**src/rtl/blit_pkg.sv**
```systemverilog
// Shared types and helpers for the blitter address stepper and its per-axis ALU.
package blit_pkg;

    typedef enum logic [1:0] {
        XM_PHRASE = 2'd0,
        XM_PIXEL  = 2'd1,
        XM_NONE   = 2'd2,
        XM_INC    = 2'd3
    } xmode_e;

    localparam logic [2:0] LD_XY       = 3'd0;
    localparam logic [2:0] LD_FRAC     = 3'd1;
    localparam logic [2:0] LD_INC      = 3'd2;
    localparam logic [2:0] LD_INC_FRAC = 3'd3;
    localparam logic [2:0] LD_WIN      = 3'd4;

    localparam logic [2:0] PIX_1BPP  = 3'd0;
    localparam logic [2:0] PIX_2BPP  = 3'd1;
    localparam logic [2:0] PIX_4BPP  = 3'd2;
    localparam logic [2:0] PIX_8BPP  = 3'd3;
    localparam logic [2:0] PIX_16BPP = 3'd4;
    localparam logic [2:0] PIX_32BPP = 3'd5;
    localparam logic [2:0] PIX_64BPP = 3'd6;

    // Pixels per 64-bit phrase; the unused code 7 degrades to a single pixel.
    function automatic logic [6:0] phrase_pix(input logic [2:0] pixsize);
        if (pixsize > PIX_64BPP)
            phrase_pix = 7'd1;
        else
            phrase_pix = 7'd64 >> pixsize;
    endfunction

endpackage

```
**src/rtl/blit_step_alu.sv**
```systemverilog
// One axis of the stepper: {int,frac} add/sub, pixel step or phrase-aligned step.
module blit_step_alu
    import blit_pkg::*;
#(
    parameter int INT_W = 16,
    parameter int FW    = 16
) (
    input  logic [INT_W-1:0] pos_int,
    input  logic [FW-1:0]    pos_frac,
    input  logic [INT_W-1:0] inc_int,
    input  logic [FW-1:0]    inc_frac,
    input  xmode_e           mode,
    input  logic             sub,
    input  logic [2:0]       pixsize,
    output logic [INT_W-1:0] res_int,
    output logic [FW-1:0]    res_frac
);

    logic [INT_W-1:0]    ppp;
    logic [INT_W-1:0]    aligned;
    logic [INT_W+FW-1:0] acc;
    logic [INT_W+FW-1:0] opnd;
    logic [INT_W+FW-1:0] sum;

    always_comb begin
        ppp      = INT_W'(phrase_pix(pixsize));
        aligned  = pos_int & ~(ppp - INT_W'(1));
        acc      = {pos_int, pos_frac};
        opnd     = {inc_int, inc_frac};
        sum      = sub ? acc - opnd : acc + opnd;
        res_int  = pos_int;
        res_frac = pos_frac;
        case (mode)
            XM_PHRASE: res_int = sub ? aligned - ppp : aligned + ppp;
            XM_PIXEL:  res_int = sub ? pos_int - INT_W'(1) : pos_int + INT_W'(1);
            XM_INC:    {res_int, res_frac} = sum;
            default:   ;
        endcase
    end

endmodule

```
**src/rtl/blit_addr_stepper.sv**
```systemverilog
// Two-stage blitter X/Y pointer stepper: per-channel register file, S1 step math
// with S2 forwarding, S2 window wrap + writeback + valid/ready result port.
module blit_addr_stepper
    import blit_pkg::*;
#(
    parameter int CHANNELS = 2,
    parameter int INT_W    = 16,
    parameter int FRAC_W   = 16,
    localparam int CH_W    = (CHANNELS > 1) ? $clog2(CHANNELS) : 1
) (
    input  logic             sys_clk,
    input  logic             reset,
    input  logic             ld_valid,
    input  logic [CH_W-1:0]  ld_ch,
    input  logic [2:0]       ld_sel,
    input  logic [INT_W-1:0] ld_x,
    input  logic [INT_W-1:0] ld_y,
    input  logic             st_valid,
    output logic             st_ready,
    input  logic [CH_W-1:0]  st_ch,
    input  logic [1:0]       st_xmode,
    input  logic             st_ystep,
    input  logic             st_subx,
    input  logic             st_suby,
    input  logic [2:0]       pixsize,
    output logic             out_valid,
    input  logic             out_ready,
    output logic [CH_W-1:0]  out_ch,
    output logic [INT_W-1:0] out_x,
    output logic [INT_W-1:0] out_y
);

    localparam int FW = (FRAC_W > 0) ? FRAC_W : 1;

    logic [INT_W-1:0] x_q     [CHANNELS];
    logic [INT_W-1:0] y_q     [CHANNELS];
    logic [FW-1:0]    fx_q    [CHANNELS];
    logic [FW-1:0]    fy_q    [CHANNELS];
    logic [INT_W-1:0] ix_q    [CHANNELS];
    logic [INT_W-1:0] iy_q    [CHANNELS];
    logic [FW-1:0]    ifx_q   [CHANNELS];
    logic [FW-1:0]    ify_q   [CHANNELS];
    logic [INT_W-1:0] win_w_q [CHANNELS];
    logic             wrap_en_q [CHANNELS];

    logic             s1_valid;
    logic [CH_W-1:0]  s1_ch;
    xmode_e           s1_xmode;
    logic             s1_ystep;
    logic             s1_subx;
    logic             s1_suby;
    logic [2:0]       s1_pixsize;

    logic             s2_valid;
    logic             s2_wb_pending;
    logic [CH_W-1:0]  s2_ch;
    logic [INT_W-1:0] s2_x;
    logic [INT_W-1:0] s2_y;
    logic [FW-1:0]    s2_fx;
    logic [FW-1:0]    s2_fy;
    logic [INT_W-1:0] s2_win_w;
    logic             s2_wrap_en;

    logic             advance;
    logic             st_fire;
    logic             fwd;
    logic [INT_W-1:0] wrap_x;
    logic [INT_W-1:0] cur_x;
    logic [INT_W-1:0] cur_y;
    logic [FW-1:0]    cur_fx;
    logic [FW-1:0]    cur_fy;
    logic [INT_W-1:0] nx;
    logic [INT_W-1:0] ny;
    logic [FW-1:0]    nfx;
    logic [FW-1:0]    nfy;
    xmode_e           ymode;

    assign advance  = !s2_valid || out_ready;
    assign st_ready = !ld_valid && advance;
    assign st_fire  = st_valid && st_ready;

    // Only one correction: a single step is smaller than the window.
    always_comb begin
        wrap_x = s2_x;
        if (s2_wrap_en) begin
            if (s2_x[INT_W-1])
                wrap_x = s2_x + s2_win_w;
            else if (s2_x >= s2_win_w)
                wrap_x = s2_x - s2_win_w;
        end
    end

    // S2 holds the newest value of its channel whether or not it has written back yet.
    always_comb begin
        fwd    = s2_valid && (s2_ch == s1_ch);
        cur_x  = fwd ? wrap_x : x_q[s1_ch];
        cur_y  = fwd ? s2_y   : y_q[s1_ch];
        cur_fx = fwd ? s2_fx  : fx_q[s1_ch];
        cur_fy = fwd ? s2_fy  : fy_q[s1_ch];
        ymode  = s1_ystep ? XM_INC : XM_NONE;
    end

    blit_step_alu #(.INT_W(INT_W), .FW(FW)) u_alu_x (
        .pos_int  (cur_x),
        .pos_frac (cur_fx),
        .inc_int  (ix_q[s1_ch]),
        .inc_frac (ifx_q[s1_ch]),
        .mode     (s1_xmode),
        .sub      (s1_subx),
        .pixsize  (s1_pixsize),
        .res_int  (nx),
        .res_frac (nfx)
    );

    blit_step_alu #(.INT_W(INT_W), .FW(FW)) u_alu_y (
        .pos_int  (cur_y),
        .pos_frac (cur_fy),
        .inc_int  (iy_q[s1_ch]),
        .inc_frac (ify_q[s1_ch]),
        .mode     (ymode),
        .sub      (s1_suby),
        .pixsize  (s1_pixsize),
        .res_int  (ny),
        .res_frac (nfy)
    );

    // Writeback is placed after loads so an in-flight result overwrites a same-edge load.
    always_ff @(posedge sys_clk or posedge reset) begin
        if (reset) begin
            for (int unsigned c = 0; c < CHANNELS; c++) begin
                x_q[c]       <= '0;
                y_q[c]       <= '0;
                fx_q[c]      <= '0;
                fy_q[c]      <= '0;
                ix_q[c]      <= '0;
                iy_q[c]      <= '0;
                ifx_q[c]     <= '0;
                ify_q[c]     <= '0;
                win_w_q[c]   <= '0;
                wrap_en_q[c] <= 1'b0;
            end
        end else begin
            for (int unsigned c = 0; c < CHANNELS; c++) begin
                if (ld_valid && ld_ch == CH_W'(c)) begin
                    case (ld_sel)
                        LD_XY: begin
                            x_q[c] <= ld_x;
                            y_q[c] <= ld_y;
                        end
                        LD_FRAC: begin
                            fx_q[c] <= (FRAC_W > 0) ? FW'(ld_x) : '0;
                            fy_q[c] <= (FRAC_W > 0) ? FW'(ld_y) : '0;
                        end
                        LD_INC: begin
                            ix_q[c] <= ld_x;
                            iy_q[c] <= ld_y;
                        end
                        LD_INC_FRAC: begin
                            ifx_q[c] <= (FRAC_W > 0) ? FW'(ld_x) : '0;
                            ify_q[c] <= (FRAC_W > 0) ? FW'(ld_y) : '0;
                        end
                        LD_WIN: begin
                            win_w_q[c]   <= ld_x;
                            wrap_en_q[c] <= ld_y[0];
                        end
                        default: ;
                    endcase
                end
                if (s2_wb_pending && s2_ch == CH_W'(c)) begin
                    x_q[c]  <= wrap_x;
                    y_q[c]  <= s2_y;
                    fx_q[c] <= s2_fx;
                    fy_q[c] <= s2_fy;
                end
            end
        end
    end

    always_ff @(posedge sys_clk or posedge reset) begin
        if (reset) begin
            s1_valid      <= 1'b0;
            s1_ch         <= '0;
            s1_xmode      <= XM_NONE;
            s1_ystep      <= 1'b0;
            s1_subx       <= 1'b0;
            s1_suby       <= 1'b0;
            s1_pixsize    <= '0;
            s2_valid      <= 1'b0;
            s2_wb_pending <= 1'b0;
            s2_ch         <= '0;
            s2_x          <= '0;
            s2_y          <= '0;
            s2_fx         <= '0;
            s2_fy         <= '0;
            s2_win_w      <= '0;
            s2_wrap_en    <= 1'b0;
        end else begin
            s2_wb_pending <= advance && s1_valid;
            if (advance) begin
                s1_valid <= st_fire;
                if (st_fire) begin
                    s1_ch      <= st_ch;
                    s1_xmode   <= xmode_e'(st_xmode);
                    s1_ystep   <= st_ystep;
                    s1_subx    <= st_subx;
                    s1_suby    <= st_suby;
                    s1_pixsize <= pixsize;
                end
                s2_valid <= s1_valid;
                if (s1_valid) begin
                    s2_ch      <= s1_ch;
                    s2_x       <= nx;
                    s2_y       <= ny;
                    s2_fx      <= nfx;
                    s2_fy      <= nfy;
                    s2_win_w   <= win_w_q[s1_ch];
                    s2_wrap_en <= wrap_en_q[s1_ch];
                end
            end
        end
    end

    assign out_valid = s2_valid;
    assign out_ch    = s2_ch;
    assign out_x     = wrap_x;
    assign out_y     = s2_y;

endmodule

```
**config.mk**
```make
export PLATFORM = sky130hd
export DESIGN_NAME = blit_addr_stepper
export DESIGN_NICKNAME = d
export VERILOG_FILES = /design/src/rtl/blit_pkg.sv /design/src/rtl/blit_step_alu.sv /design/src/rtl/blit_addr_stepper.sv
export SDC_FILE = /design/constraint.sdc
export NUM_CORES = 1
export LEC_CHECK = 0
export CAP_MARGIN = 30
export CORE_AREA = 2 2 248 250
export DETAILED_ROUTE_END_ITERATION = 8
export DIE_AREA = 0 0 250 252
export GPL_ROUTABILITY_DRIVEN = 0
export GPL_TIMING_DRIVEN = 0
export PLACE_DENSITY = 0.71
export SLEW_MARGIN = 20
export SYNTH_ARGS = -nofsm -noshare
export SYNTH_HDL_FRONTEND = slang
export SYNTH_SLANG_ARGS = --single-unit
```
**constraint.sdc**
```tcl
create_clock -name sys_clk -period 18.5 [get_ports sys_clk]
set_input_delay 3.7 -clock sys_clk [delete_from_list [all_inputs] [get_ports sys_clk]]
set_output_delay 3.7 -clock sys_clk [all_outputs]
set_load 0.01 [all_outputs]
```
# Word level (Yosys, flattened, before mapping)
# Cells that the tools add are included.
[classes] add_sub_neg=15 order_cmp=3 n_eq_ne=9 n_shift=1 mux=69 bitwise=6 n_reduce_logical=32
[op_table] operator="$mux 16" count=60
[op_table] operator="$pmux 16 s3" count=2
[op_table] operator="$add 32x32->32" count=2
[op_table] operator="$mux 32" count=2
[op_table] operator="$sub 32x32->32" count=2
[op_table] operator="$add 16x1->16 const B" count=2
[op_table] operator="$add 16x7->16" count=2
[op_table] operator="$and 16x16->16" count=2
[op_table] operator="$sub 16x1->16 const B" count=2
[op_table] operator="$sub 16x7->16" count=2
[op_table] operator="$reduce_and 2->1" count=12
[op_table] operator="$add 16x16->16" count=1
[op_table] operator="$ge 16x16->1" count=1
[op_table] operator="$not 16->16" count=1
[op_table] operator="$sub 16x16->16" count=1
[op_table] operator="$reduce_bool 2->1" count=6
[op_table] operator="$logic_and 1x1->1" count=8
[op_table] operator="$sub 7x1->8 const B" count=1
[op_table] operator="$mux 7" count=1
[op_table] operator="$shr 7x3->7 const A" count=1
[op_table] operator="$eq 3x2->1 const B" count=2
[op_table] operator="$eq 2x1->1 const B" count=2
[op_table] operator="$eq 2x2->1 const B" count=2
[op_table] operator="$logic_not 2->1" count=2
[op_table] operator="11 further kinds" count=16
[totals] register_bits=384 output_inout_bits=35 word_cells=171

# Logic depth before layout (Yosys ltp)
[logic_depth] depth_word=9 depth_mapped=34 ltp_nobuf=28

# Cells and area by module
# Synthesis repeated with hierarchy kept, for this count alone.
[hier_totals] cells_unflattened=2925 area_unflattened_um2=27696.6
[modules_own_cells] module="blit_addr_stepper" n_inst=1 cells_each=1727 area_per_inst_um2=19431.1 seq_area_each_um2=9610.5
[modules_own_cells] module="blit_step_alu (u_alu_x)" n_inst=1 cells_each=632 area_per_inst_um2=4246.6 seq_area_each_um2=0.0
[modules_own_cells] module="blit_step_alu (u_alu_y)" n_inst=1 cells_each=566 area_per_inst_um2=4018.9 seq_area_each_um2=0.0

# Least setup slack after synthesis
# OpenSTA, ideal clock, no wires.
[synth_path] path_kind="input-to-output" start="in out_ready" end="out st_ready" t_arrival_ns=3.916 required_ns=14.800 slack_ns=10.884 path_stages=2 n_path_buf=0 path_cell_list="nor2b_1 > nor2_1"
[synth_via] elab_chain_cells=2
[synth_rtl] item="start, declared" line="blit_addr_stepper.sv:27" text="input logic out_ready,"
[synth_rtl] item="$logic_or 1x1->1" line="blit_addr_stepper.sv:78" text="assign advance = !s2_valid || out_ready;"
[synth_rtl] item="$logic_and 1x1->1" line="blit_addr_stepper.sv:79" text="assign st_ready = !ld_valid && advance;"
[synth_rtl] item="end, declared" line="blit_addr_stepper.sv:19" text="output logic st_ready,"
# Every way passes these cells.

# Worst setup path after layout
[layout_path] start="reg s1_ch" end="reg s2_x[15]"
[layout_via] elab_chain_cells=9 elab_cells_between_ends=28 classes_between="add/sub: 6; eq/ne: 1; mux: 18; bitwise: 2; reduce/logical: 1"
[layout_rtl] item="start, declared" line="blit_addr_stepper.sv:47" text="logic [CH_W-1:0] s1_ch;"
[layout_rtl] item="start signal, assigned" line="blit_addr_stepper.sv:202" text="s1_ch <= st_ch;"
[layout_rtl] item="$not 1->2 (not written as such)"
[layout_rtl] item="$mux 16 (not written as such) (3 in series)" line="blit_addr_stepper.sv:96" text="cur_x = fwd ? wrap_x : x_q[s1_ch];"
[layout_rtl] item="$mux 16" line="blit_addr_stepper.sv:96"
[layout_rtl] item="$and 16x16->16" line="blit_step_alu.sv:27" text="aligned = pos_int & ~(ppp - INT_W'(1));"
[layout_rtl] item="$add 16x7->16 / $sub 16x7->16 (equally long branches)" line="blit_step_alu.sv:34" text="XM_PHRASE: res_int = sub ? aligned - ppp : aligned + ppp;"
[layout_rtl] item="$mux 16" line="blit_step_alu.sv:34"
[layout_rtl] item="$pmux 16 s3 *" line="blit_step_alu.sv:33" text="case (mode)"
[layout_rtl] item="end signal, assigned" line="blit_addr_stepper.sv:212" text="s2_x <= nx;"
[layout_rtl] item="end, declared" line="blit_addr_stepper.sv:57" text="logic [INT_W-1:0] s2_x;"
# Mark *: on every way between the ends. The rest lies on a longest branch, timed or not. The select of a mux whose other input is x is not followed.
# A chain may end at the register's enable or synchronous reset.

==> results.sh <==
export IMPL_status="finished clean"
export IMPL_period_share_pct=49.8
export IMPL_ys_warn_count=0
export IMPL_setup_worst_path_end_class="register"
export IMPL_postCtsSetupBuffers=0
export IMPL_dp_slack_ns=9.41
export IMPL_power_density_nw_per_um2=201
export IMPL_start_util_pct=43.9
export IMPL_peakVddDrop_mv=0.101
export IMPL_synthArstFlopShare_pct=100
export IMPL_io_buffers=65
export IMPL_htree_levels=2
export IMPL_timing_final_max_slew_violations=0
export IMPL_cts_hold_buf=0
export IMPL_vias=23400
export IMPL_rows=90
export IMPL_dp_hpwl_mm=66.3
export IMPL_max_slew_margin_pct=29.4
export IMPL_required_ns=18.95
export IMPL_clk_pin_slew_ns=0.06
export IMPL_fmax_mhz=109
export IMPL_synth_seq_cells=384
export IMPL_area_growth_pct=12.9
export IMPL_cts_buffer_depth=3
export IMPL_worst_hold_path_type="register to register"
export IMPL_muxShareOfSynthArea_pct=17.9
export IMPL_critPathLaunchType="register"
export IMPL_maxCapViolCount=0
export IMPL_grt_pass1_wl_mm=137
export IMPL_hold_ws_ns=0.487
export IMPL_synth_compound_area_share_pct=18.1
export IMPL_grt_pass1_vias=22800
export IMPL_drt_first_pass_iters=7
export IMPL_setup_violations=0
export IMPL_wl_per_cell_um=23.5
export IMPL_yosys_area_share_simple_pct=12.3
export IMPL_cpMostUsedCell="buf_2"
export IMPL_layout_drive_gt1_share_pct=11.8
export IMPL_synth_main_ff_cell="dfrtp_1"
export IMPL_clock_sinks=384
export IMPL_rsz0062_at_grt="false"
export IMPL_crit_type="register to register"
export IMPL_synth_distinct_cells=95
export IMPL_cts_root_buf="clkbuf_16"
export IMPL_antenna_found_initial=3
export IMPL_track_usage_pct=28.2
export IMPL_cts_tree="yes"
export IMPL_postRouteAntennaNets=0
export IMPL_hold_viol=0
export IMPL_synthesis_area_um2=26400
export IMPL_worstPathMaxFanout=10
export IMPL_vias_per_cell=6.14
export IMPL_min_period_ns=9.21
export IMPL_synthesis_instances=2867
export IMPL_clk_latency_ns=0.62
export IMPL_io_pins=85
export IMPL_die_height_um=252
export IMPL_crit_path_top_delay_cell="dfrtp_1"
export IMPL_finalClockSkew_ns=0.0520
export IMPL_first_iter_violations=2295
export IMPL_synth_seq_area_share_pct=36.4
export IMPL_grt_max_degree=104
export IMPL_synth_avg_cell_area_um2=9.21
export IMPL_die_area_um2=63000
export IMPL_drc_errors=0
export IMPL_synth_adder_area_share_pct=6.38
export IMPL_routed_wl_mm=89.5
export IMPL_crit_arrival_ns=9.66
export IMPL_synth_xor_area_share_pct=4.78
export IMPL_die_w_um=250
export IMPL_core_area_um2=60100
export IMPL_cts_buffers=44
export IMPL_synth_top_family_by_area="compound AO/OA/AOI/OAI gates"
export IMPL_grt_overflow=0
export IMPL_setup_ws_ns=9.29
export IMPL_worstMarginPinSlew_ns=1.05
export IMPL_cts_resized=0
export IMPL_final_nets=3166
export IMPL_cpPeakStageDelay_ns=0.57
export IMPL_synth_edf_count=0
export IMPL_synth_fp_nets=3048
export IMPL_p_leak_nw=13.0
[layer usage]
metal  global-route usage, %  wire [µm]
met4                    14.2       4610
met2                    45.1      40600
met3                    6.18       8440
met1                    36.0      35900
met5                       0          0
[worst paths after layout]
check / start / end / slack [ns] / cells past startpoint
worst max register to register: s1_ch$_DFFE_PP0P_ / s2_x[15]$_DFFE_PP0P_ / 9.29 / 34
worst max-delay path: s1_ch$_DFFE_PP0P_ / s2_x[15]$_DFFE_PP0P_ / 9.29 / 34
min in group asynchronous: reset / fy_q[23]$_DFFE_PP0P_ / 3.51 / 2
worst min-delay path: s1_valid$_DFFE_PP0N_ / out_valid$_DFFE_PP0N_ / 0.49 / 1
worst min register to register: s1_valid$_DFFE_PP0N_ / out_valid$_DFFE_PP0N_ / 0.49 / 1
max in group asynchronous: reset / s2_win_w[7]$_DFFE_PP0P_ / 12.96 / 6
[cells in the mapped netlist, types with 10 or more instances]
library cell / number / area [µm²]
a21oi_1: 255 / 1280
inv_1: 76 / 285
o21bai_1: 19 / 143
xor2_1: 73 / 639
or3_1: 10 / 62.6
xnor2_1: 71 / 622
mux2i_1: 245 / 2450
a21o_1: 51 / 383
buf_2: 24 / 120
o211ai_1: 10 / 75.1
a31oi_1: 20 / 125
o21a_1: 15 / 113
dfrtp_1: 383 / 9580
nand2b_1: 54 / 338
nor3_1: 46 / 230
ha_1: 125 / 1560
nand2_1: 251 / 942
and3_1: 19 / 119
nor2_1: 248 / 931
buf_1: 18 / 67.6
o32ai_1: 26 / 228
nor2b_1: 25 / 156
o31ai_1: 14 / 105
a211oi_1: 13 / 97.6
mux2_2: 193 / 2170
clkbuf_1: 122 / 458
nand3_1: 22 / 110
o21ai_0: 247 / 1240
[where the power goes]
group          switching (mW)  total, mW  internal (mW)
logic                    2.09       3.61           1.52
clock network           0.387      0.986          0.599
registers               0.266       1.41           1.14
total                    2.74       6.00           3.26
[placed cells by master, fill, tap and decap left out, types with 10 or more instances in the layout]
master	Yosys	layout
and3_1	19	19
nand2b_1	54	54
o21a_1	15	15
bufinv_16	0	10
a21o_1	51	51
clkdlybuf4s50_1	0	65
a31oi_1	20	20
clkbuf_1	122	127
clkbuf_16	0	44
a21oi_1	255	255
mux2_2	193	193
o32ai_1	26	26
nor3_1	46	46
xor2_1	73	73
o21ai_0	247	247
mux2i_1	245	245
o31ai_1	14	14
xnor2_1	71	71
nor2_1	248	248
inv_1	76	75
ha_1	125	125
o211ai_1	10	10
buf_2	24	24
or3_1	10	10
buf_1	18	18
nand2_1	251	251
nand3_1	22	22
nor2b_1	25	25
dfrtp_1	383	383
a211oi_1	13	13
o21bai_1	19	19
[stage by stage]
stage	area, µm²	util (%)	total power [mW]	TNS, ns	std cells
floorplan	26400	-	3.95	0	2867
global placement	28000	46.6	4.85	-247.15	3714
detailed placement	28200	46.8	4.91	0	3719
CTS	29800	49.5	5.92	0	3799
global route	29800	49.6	6.40	0	3803
finish	29800	49.6	6.00	0	3803
[critical path: cells and delay by family (launching register included)]
kind,cells,cell delay [ns]
AOI/OAI and AO/OA,10,1.65
DFF,1,0.57
muxes,1,0.30
buffers and inverters,9,3.52
xor gates and xnor gates,3,0.70
adders and majority gates,2,0.57
and+or+nand+nor,9,1.70
[cell families (layout without fill, tap and decap cells)]
kind of cell | count (synthesis) | count (layout)
buffers and inverters | 257 | 409
multiplexers | 443 | 443
AO/OA/AOI/OAI | 784 | 784
other | 0 | 2
flip-flops | 384 | 384
adder cells (fa/ha/maj) | 131 | 131
XOR/XNOR | 144 | 144
AND/OR/NAND/NOR | 724 | 724
[final cells by class]
cell class,instances,area (µm²)
Fill cell,5708,30300
Multi-Input combinational cell,2226,15700
Sequential cell,384,9610
Clock buffer,54,1190
Tap cell,782,978
Timing Repair Buffer,72,785
Buffer,178,783
Clock inverter,26,430
Inverter,79,304
Antenna cell,2,5.00
Note: power is estimated with default switching activity, not from simulation.
